File: src/rtl/spike_arbiter.sv
// Round-robin arbiter that serialises per-channel spikes onto a shared synapse
// datapath, with timestep draining and per-step handshake accounting.
//
// state  | meaning
// -------+---------------------------------------------------------------
// RUN    | spikes land in pending; events are offered round-robin
// DRAIN  | tick seen; finish pending, park new spikes in next_pending
module spike_arbiter #(
  parameter int NUM_INPUTS = 4,
  parameter int ID_WIDTH   = 2
) (
  input  logic                  clk,
  input  logic                  rst,
  input  logic [NUM_INPUTS-1:0] spike_in,
  input  logic                  tick_in,
  output logic                  evt_valid,
  output logic [ID_WIDTH-1:0]   evt_id,
  input  logic                  evt_ready,
  output logic                  step_done,
  output logic [15:0]           evt_count,
  output logic                  overflow,
  output logic                  tick_overrun
);

  typedef enum logic {
    ST_RUN   = 1'b0,
    ST_DRAIN = 1'b1
  } state_t;

  state_t                r_state;
  logic [NUM_INPUTS-1:0] r_pending;
  logic [NUM_INPUTS-1:0] r_next_pending;
  logic [ID_WIDTH-1:0]   r_rr_ptr;
  logic [15:0]           r_step_cnt;

  logic                  w_handshake;
  logic                  w_load;
  logic                  w_exit;
  logic                  w_found_any;
  logic                  w_found_hi;
  logic [ID_WIDTH-1:0]   w_idx_any;
  logic [ID_WIDTH-1:0]   w_idx_hi;
  logic [ID_WIDTH-1:0]   w_sel_idx;
  logic [ID_WIDTH-1:0]   w_rr_nxt;
  logic [NUM_INPUTS-1:0] w_clr;
  logic [NUM_INPUTS-1:0] w_pending_nxt;
  logic [NUM_INPUTS-1:0] w_next_pending_nxt;
  logic                  w_ovf_hit;
  logic [15:0]           w_cnt_inc;

  assign w_handshake = evt_valid & evt_ready;
  assign w_load      = ~evt_valid | evt_ready;
  // Exit as soon as the output register is about to be empty, so a final
  // handshake in the same cycle is still credited to the ending step.
  assign w_exit      = (r_state == ST_DRAIN) && (r_pending == '0) && w_load;

  // Lowest set bit at/above the pointer wins; otherwise wrap to the lowest set bit.
  always_comb begin
    w_found_any = 1'b0;
    w_found_hi  = 1'b0;
    w_idx_any   = '0;
    w_idx_hi    = '0;
    for (int i = NUM_INPUTS - 1; i >= 0; i--) begin
      if (r_pending[i]) begin
        w_found_any = 1'b1;
        w_idx_any   = ID_WIDTH'(i);
        if (ID_WIDTH'(i) >= r_rr_ptr) begin
          w_found_hi = 1'b1;
          w_idx_hi   = ID_WIDTH'(i);
        end
      end
    end
  end

  assign w_sel_idx = w_found_hi ? w_idx_hi : w_idx_any;
  assign w_rr_nxt  = (w_sel_idx == ID_WIDTH'(NUM_INPUTS - 1)) ? '0
                                                              : w_sel_idx + ID_WIDTH'(1);
  assign w_clr     = (w_load && w_found_any)
                     ? ({{(NUM_INPUTS-1){1'b0}}, 1'b1} << w_sel_idx) : '0;

  assign w_cnt_inc = (w_handshake && (r_step_cnt != 16'hFFFF)) ? r_step_cnt + 16'd1
                                                               : r_step_cnt;

  always_comb begin
    w_pending_nxt      = r_pending;
    w_next_pending_nxt = r_next_pending;
    w_ovf_hit          = 1'b0;
    if (r_state == ST_RUN) begin
      w_pending_nxt = (r_pending & ~w_clr) | spike_in;
      w_ovf_hit     = |(spike_in & r_pending & ~w_clr);
    end else if (w_exit) begin
      // Parked spikes and same-edge spikes both become the new step's work.
      w_pending_nxt      = r_next_pending | spike_in;
      w_next_pending_nxt = '0;
      w_ovf_hit          = |(spike_in & r_next_pending);
    end else begin
      w_pending_nxt      = r_pending & ~w_clr;
      w_next_pending_nxt = r_next_pending | spike_in;
      w_ovf_hit          = |(spike_in & r_next_pending);
    end
  end

  always_ff @(posedge clk or posedge rst) begin
    if (rst) begin
      r_state        <= ST_RUN;
      r_pending      <= '0;
      r_next_pending <= '0;
      r_rr_ptr       <= '0;
      r_step_cnt     <= '0;
      evt_valid      <= 1'b0;
      evt_id         <= '0;
      step_done      <= 1'b0;
      evt_count      <= '0;
      overflow       <= 1'b0;
      tick_overrun   <= 1'b0;
    end else begin
      step_done      <= 1'b0;
      r_pending      <= w_pending_nxt;
      r_next_pending <= w_next_pending_nxt;
      r_step_cnt     <= w_exit ? 16'd0 : w_cnt_inc;
      if (w_ovf_hit) begin
        overflow <= 1'b1;
      end
      if (w_load) begin
        if (w_found_any) begin
          evt_valid <= 1'b1;
          evt_id    <= w_sel_idx;
          r_rr_ptr  <= w_rr_nxt;
        end else begin
          evt_valid <= 1'b0;
        end
      end
      case (r_state)
        ST_RUN: begin
          if (tick_in) begin
            r_state <= ST_DRAIN;
          end
        end
        ST_DRAIN: begin
          if (tick_in) begin
            tick_overrun <= 1'b1;
          end
          if (w_exit) begin
            r_state   <= ST_RUN;
            step_done <= 1'b1;
            evt_count <= w_cnt_inc;
          end
        end
        default: r_state <= ST_RUN;
      endcase
    end
  end

endmodule
File: config.mk
export PLATFORM = sky130hd
export DESIGN_NAME = spike_arbiter
export DESIGN_NICKNAME = d
export VERILOG_FILES = /design/src/rtl/spike_arbiter.sv
export SDC_FILE = /design/constraint.sdc
export NUM_CORES = 1
export LEC_CHECK = 0
export CORE_ASPECT_RATIO = 1.75
export CORE_MARGIN = 2
export CORE_UTILIZATION = 40
export CTS_BUF_LIST = sky130_fd_sc_hd__clkbuf_8
export CTS_CLUSTER_SIZE = 10
export DETAILED_ROUTE_END_ITERATION = 10
export SETUP_SLACK_MARGIN = 0.02
export SYNTH_ARGS = -nofsm -noshare
export SYNTH_HDL_FRONTEND = slang
export SYNTH_SLANG_ARGS = --single-unit
export TNS_END_PERCENT = 20
File: constraint.sdc
create_clock -name clk -period 3.87 [get_ports clk]
set_input_delay 1.161 -clock clk [delete_from_list [all_inputs] [get_ports clk]]
set_output_delay 1.161 -clock clk [all_outputs]
set_load 0.02 [all_outputs]
# Word level (Yosys, flattened, before mapping)
# Index checks and enable logic that the tools add are counted.
dict set report word_totals {
  register_bits 49
  in_bits 8
  out_inout_bits 22
  word_cells 80
}
dict set report classes {
  n_addsub 2
  order_cmp 4
  eq_ne 2
  n_shift 1
  muxes 39
  n_bitwise 11
  n_reduce_logical 10
}
# op n
set ops {}
lappend ops {{two-way mux 16 bit} 2}
lappend ops {{two-way mux 2 bit} 14}
lappend ops {{two-way mux 1 bit} 18}
lappend ops {{adder 16 x 1 -> 16 bit (second input constant)} 1}
lappend ops {{bitwise AND 4 bit} 4}
lappend ops {{two-way mux 4 bit} 4}
lappend ops {{inequality test 16 bit (second input constant)} 1}
lappend ops {{OR 4 bit} 2}
lappend ops {{OR reduction 4 bit} 2}
lappend ops {{AND reduction 2 bit} 3}
lappend ops {{>= comparator 1 x 2 -> 1 bit (first input constant)} 2}
lappend ops {{>= comparator 2 bit (first input constant)} 2}
lappend ops {{logical AND 1 bit} 4}
lappend ops {{zero test 4 bit} 1}
lappend ops {{NOT 4 bit} 1}
lappend ops {{left shift 1 x 2 -> 4 bit (first input constant)} 1}
lappend ops {{adder 2 x 1 -> 2 bit (second input constant)} 1}
lappend ops {{== test 2 bit (second input constant)} 1}
lappend ops {{NOT 1 bit} 2}
lappend ops {{case mux 1 bit (2 select lines)} 1}
lappend ops {{bitwise AND 1 bit} 1}
lappend ops {{OR 1 bit} 1}

# Depth between registers and ports, before layout
dict set report logic_depth {
  depth_word 16
  ltp_mapped 8
  mapped_depth_nobuf 8
}

# Least setup slack after synthesis
# OpenSTA, ideal clock, no wires.
dict set report synth_path {
  path_kind {input -> register}
  start {input port evt_ready}
  end {register evt_count[13]}
  setup_ps 82
  arrival_time_ps 2195
  required_time_ps 3788
  setup_slack_ps 1593
  stages 4
  path_buffers 0
  cell_sequence {and4_4 -> nand4_4 -> or4_4 -> a31oi_1}
}
dict set report synth_via {
  elab_chain_len 3
  word_cells_on_any_way 6
  classes_between {1 x mux; 2 x bitwise; 3 x reduce/logical}
}
# element line_no
set synth_lines {}
lappend synth_lines {{start, declared} 18} ;# input logic evt_ready,
lappend synth_lines {{bitwise AND 1 bit or OR 1 bit (tied branches)} {51, 52}}
lappend synth_lines {{logical AND 1 bit, on equally long branches} {81, 55}}
lappend synth_lines {{two-way mux 16 bit or AND reduction 2 bit (tied branches)} -}
lappend synth_lines {{end signal, assigned} 146} ;# evt_count <= w_cnt_inc;
lappend synth_lines {{end, declared} 20} ;# output logic [15:0] evt_count,
# Parallel ways exist; a longest one is shown, timed or not.
# A chain may end at the register's enable or synchronous reset.

# Worst setup path after layout
dict set report layout_path {
  start {input port evt_ready}
  end {register evt_count[1]}
}
# The elaborated chain is that of the path after synthesis.

==> summary.md <==
| Metric | Value |
|---|---|
| Status | `finished clean` |
| Sw Ratio | `38.9%` |
| Hold_buf cts | `0` |
| Antenna-violating nets left | `0` |
| Async SR Flop Fraction | `100%` |
| Postcts setup bufs | `0` |
| Comb pwr share | `39.1%` |
| # nets final | `282` |
| Crit end category | `flip-flop` |
| Core area | `5790 µm²` |
| Clk sinks | `49` |
| Met3 WL post-DR | `136 µm` |
| Ports | `30` |
| Synth Area in Compound Gates | `17.5%` |
| Max_slew headroom | `31.2%` |
| Internal power | `1.16 mW` |
| Period utilisation layout | `71.7%` |
| Worst-case clock buffer depth | `2` |
| PortBufs | `29` |
| Vias in the first global route | `1,924` |
| DR pass1 iterations | `4` |
| Met1 WL | `2110 µm` |
| Largest net degree at the start of global routing | `50` |
| Diode count | `0` |
| Synth Area in Adders | `2.64%` |
| H-tree Lvls | `2` |
| Clock Pin Slew Worst Setup and Hold Paths | `0.10 ns` |
| Row count | `37` |
| Die ar. | `6570 µm²` |
| Chip height | `106 µm` |
| Area growth from synthesis to layout | `18.2%` |
| Routed WL | `5340 µm` |
| Multiplexer share of the synthesized area | `2.70%` |
| Fin Setup TNS | `0 ns` |
| P_leak | `1.11 nW` |
| Starting Density | `40.9%` |
| Max VDD drop | `0.000319 V` |
| Synth top area share | `51.8%` |
| Cts bufs inserted | `5` |
| Mean Syn Cell Area | `9.90 µm²` |
| Min Tclk post-route | `2.78 ns` |
| Peak Freq | `360 MHz` |
| Xor/xnor share of the synthesized area | `0%` |
| GRT overflow | `0` |
| First-pass GRT wire length | `9000 µm` |
| Simple-Gate Fraction of Synth Area | `20.9%` |
| Synth top area cells | `dfrtp_1 (52%), a21oi_1 (5.3%), nor2_1 (4.0%)` |
| Post-synth EDFFs | `0` |
| Switching pwr | `0.739 mW` |
| Post-DP HPWL | `3890 µm` |
| Worst slew pin tran | `1.03 ns` |
| Yosys cell types | `46` |
| Post-synth top area cell | `dfrtp_1` |
| Worst-Skew Late Latency | `0.30 ns` |
| Worst hold path class | `flip-flop to flip-flop` |
| Startpoint Class | `primary input` |
| Seq cells post-synth | `49` |
| Antenna violations before repair | `0` |
| Finished Layout Cells | `348` |
| DRC | `0` |
| Post-CTS sizing | `0` |
| Clock power share | `16.9%` |
| Placed insts | `340` |
| Synthesized cell area | `2370 µm²` |
| Kind of critical path | `primary input to flip-flop` |
| Synth Instances | `239` |
| PwrDens | `679 nW/µm²` |
| Largest family of logic cells by synthesized area | `simple AND/OR/NAND/NOR gates` |
| Max_cap viols | `0` |
| RSZ-0062 raised after global routing | `false` |
| Yosys synthesis warning count | `0` |
| Die width | `62.1 µm` |
| DRT iter0 DRCs | `80` |
| Met2 wire length | `2940 µm` |
| Clock Skews | `0.0129 ns` |
| Per-cell routed wire length | `15.3 µm` |
| Crit path DAT | `3.01 ns` |
| Syn Nets | `252` |
| Fin. max-slew vios | `0` |
| Uppermost layer routed | `met4` |
| GP Congestion | `0.832` |
| Register area share after synthesis | `51.8%` |
| Pwr Total | `1.90 mW` |
| Vias per cell | `5.63` |
| CTS tree | `yes` |
| Root Buffer | `clkbuf_8` |
| Ys flop type | `dfrtp_1` |
| Final setup viols | `0` |
| Sequential power share | `44.0%` |
| Layout cell share with drive strength beyond 1 | `8.89%` |
| WP data required | `4.10 ns` |
| Worst Path Max Fanout | `26` |
| Final hold viol count | `0` |
| GRT Total Usage | `17.4%` |
| Vias | `1,958` |
-- registers in the layout (all words and copies together) (netlist names) --
| name | flops |
|---|---|
| evt_count | 16 |
| evt_id | 2 |
| evt_valid | 1 |
| overflow | 1 |
| r_next_pending | 4 |
| r_pending | 4 |
| r_rr_ptr | 2 |
| r_state | 1 |
| r_step_cnt | 16 |
| step_done | 1 |
| tick_overrun | 1 |
-- area by class of cell --
cell class / instances / area (µm²)
repair buffers: 31 / 305
well taps: 78 / 97.6
inverters: 10 / 37.5
fillers: 574 / 2990
clock inverters: 2 / 13.8
clock buffers: 6 / 82.6
multi-input cells: 172 / 1030
flip-flops and latches: 49 / 1230
-- final timing paths --
path	cells after the start	to	slack (ns)	from
worst min-delay path	1	tick_overrun	0.47	tick_overrun
min in group asynchronous	2	evt_count[1]	1.41	rst
worst max-delay path	7	evt_count[1]	1.09	evt_ready
worst max register to register	4	evt_count[6]	1.67	r_step_cnt[13]
worst min register to register	1	tick_overrun	0.47	tick_overrun
max in group asynchronous	2	evt_count[8]	1.80	rst
-- cell usage in the layout (no fill, tap or decap), drive strengths merged, types with 2 or more instances in the layout --
cell type	Yosys	layout
a211oi	2	2
a21oi	25	25
a31oi	12	12
and4	4	4
buf	6	2
clkbuf	2	6
clkdlybuf4s50	0	29
clkinv	1	3
dfrtp	49	49
ha	5	5
inv	9	9
mux2	3	3
mux2i	3	3
nand2	21	21
nand2b	4	4
nand3	9	9
nand4	6	6
nor2	25	25
nor3	2	2
nor4	7	7
o21ai	18	18
o31ai	4	4
or3	5	5
or4	4	4
-- synthesized netlist by cell type (2+ instances only) --
library cell	number
nor4_1	6
nor2_1	25
nand2b_1	4
ha_1	5
and4_4	2
mux2i_1	3
o31ai_1	4
a31oi_1	12
nor3_1	2
inv_1	9
or3_1	4
a21oi_1	25
nand3_1	9
clkbuf_1	2
buf_2	3
dfrtp_1	49
mux2_2	3
a211oi_1	2
nand2_1	21
or4_1	3
o21ai_0	17
nand4_1	5
-- cells by family after synthesis --
logic type	after synthesis
simple gates	91
buf+inv	18
flops	49
fa+ha+maj	5
mux	6
compound gates	70
-- layer usage --
| layer | track usage (%) | up-vias |
|---|---|---|
| li1 | - | 942 |
| met1 | 18.2 | 959 |
| met2 | 33.2 | 45 |
| met3 | 2.45 | 12 |
| met4 | 8.73 | 0 |
| met5 | 0 | - |
-- power groups by stage --
stage	logic, mW	clock network [mW]	registers, mW
2_1_floorplan	0.400	0	0.893
3_3_place_gp	0.734	0	0.843
3_5_place_dp	0.752	0	0.845
4_1_cts	0.751	0.332	0.835
5_1_grt	0.832	0.350	0.864
6_report	0.744	0.321	0.835
-- critical path: stages --
cell and delay, ns:
clkdlybuf4s50_1 0.59, nand2b_1 0.24, nand3_1 0.36, clkinv_1 0.15, buf_4 0.28, nor2_1 0.07
a31oi_1 0.14
-- metrics by stage --
stage	hold slack [ns]	setup slack [ns]	utilization, %	cell area, µm²
floorplan	0.484	1.54	-	2370
finish	0.474	1.09	48.3	2800
global placement	0.441	0.839	46.7	2700
detailed placement	0.448	0.755	46.7	2700
global route	0.492	0.880	48.3	2800
CTS	0.475	1.08	48.3	2800
No activity file was read; power rests on OpenSTA's default activity.
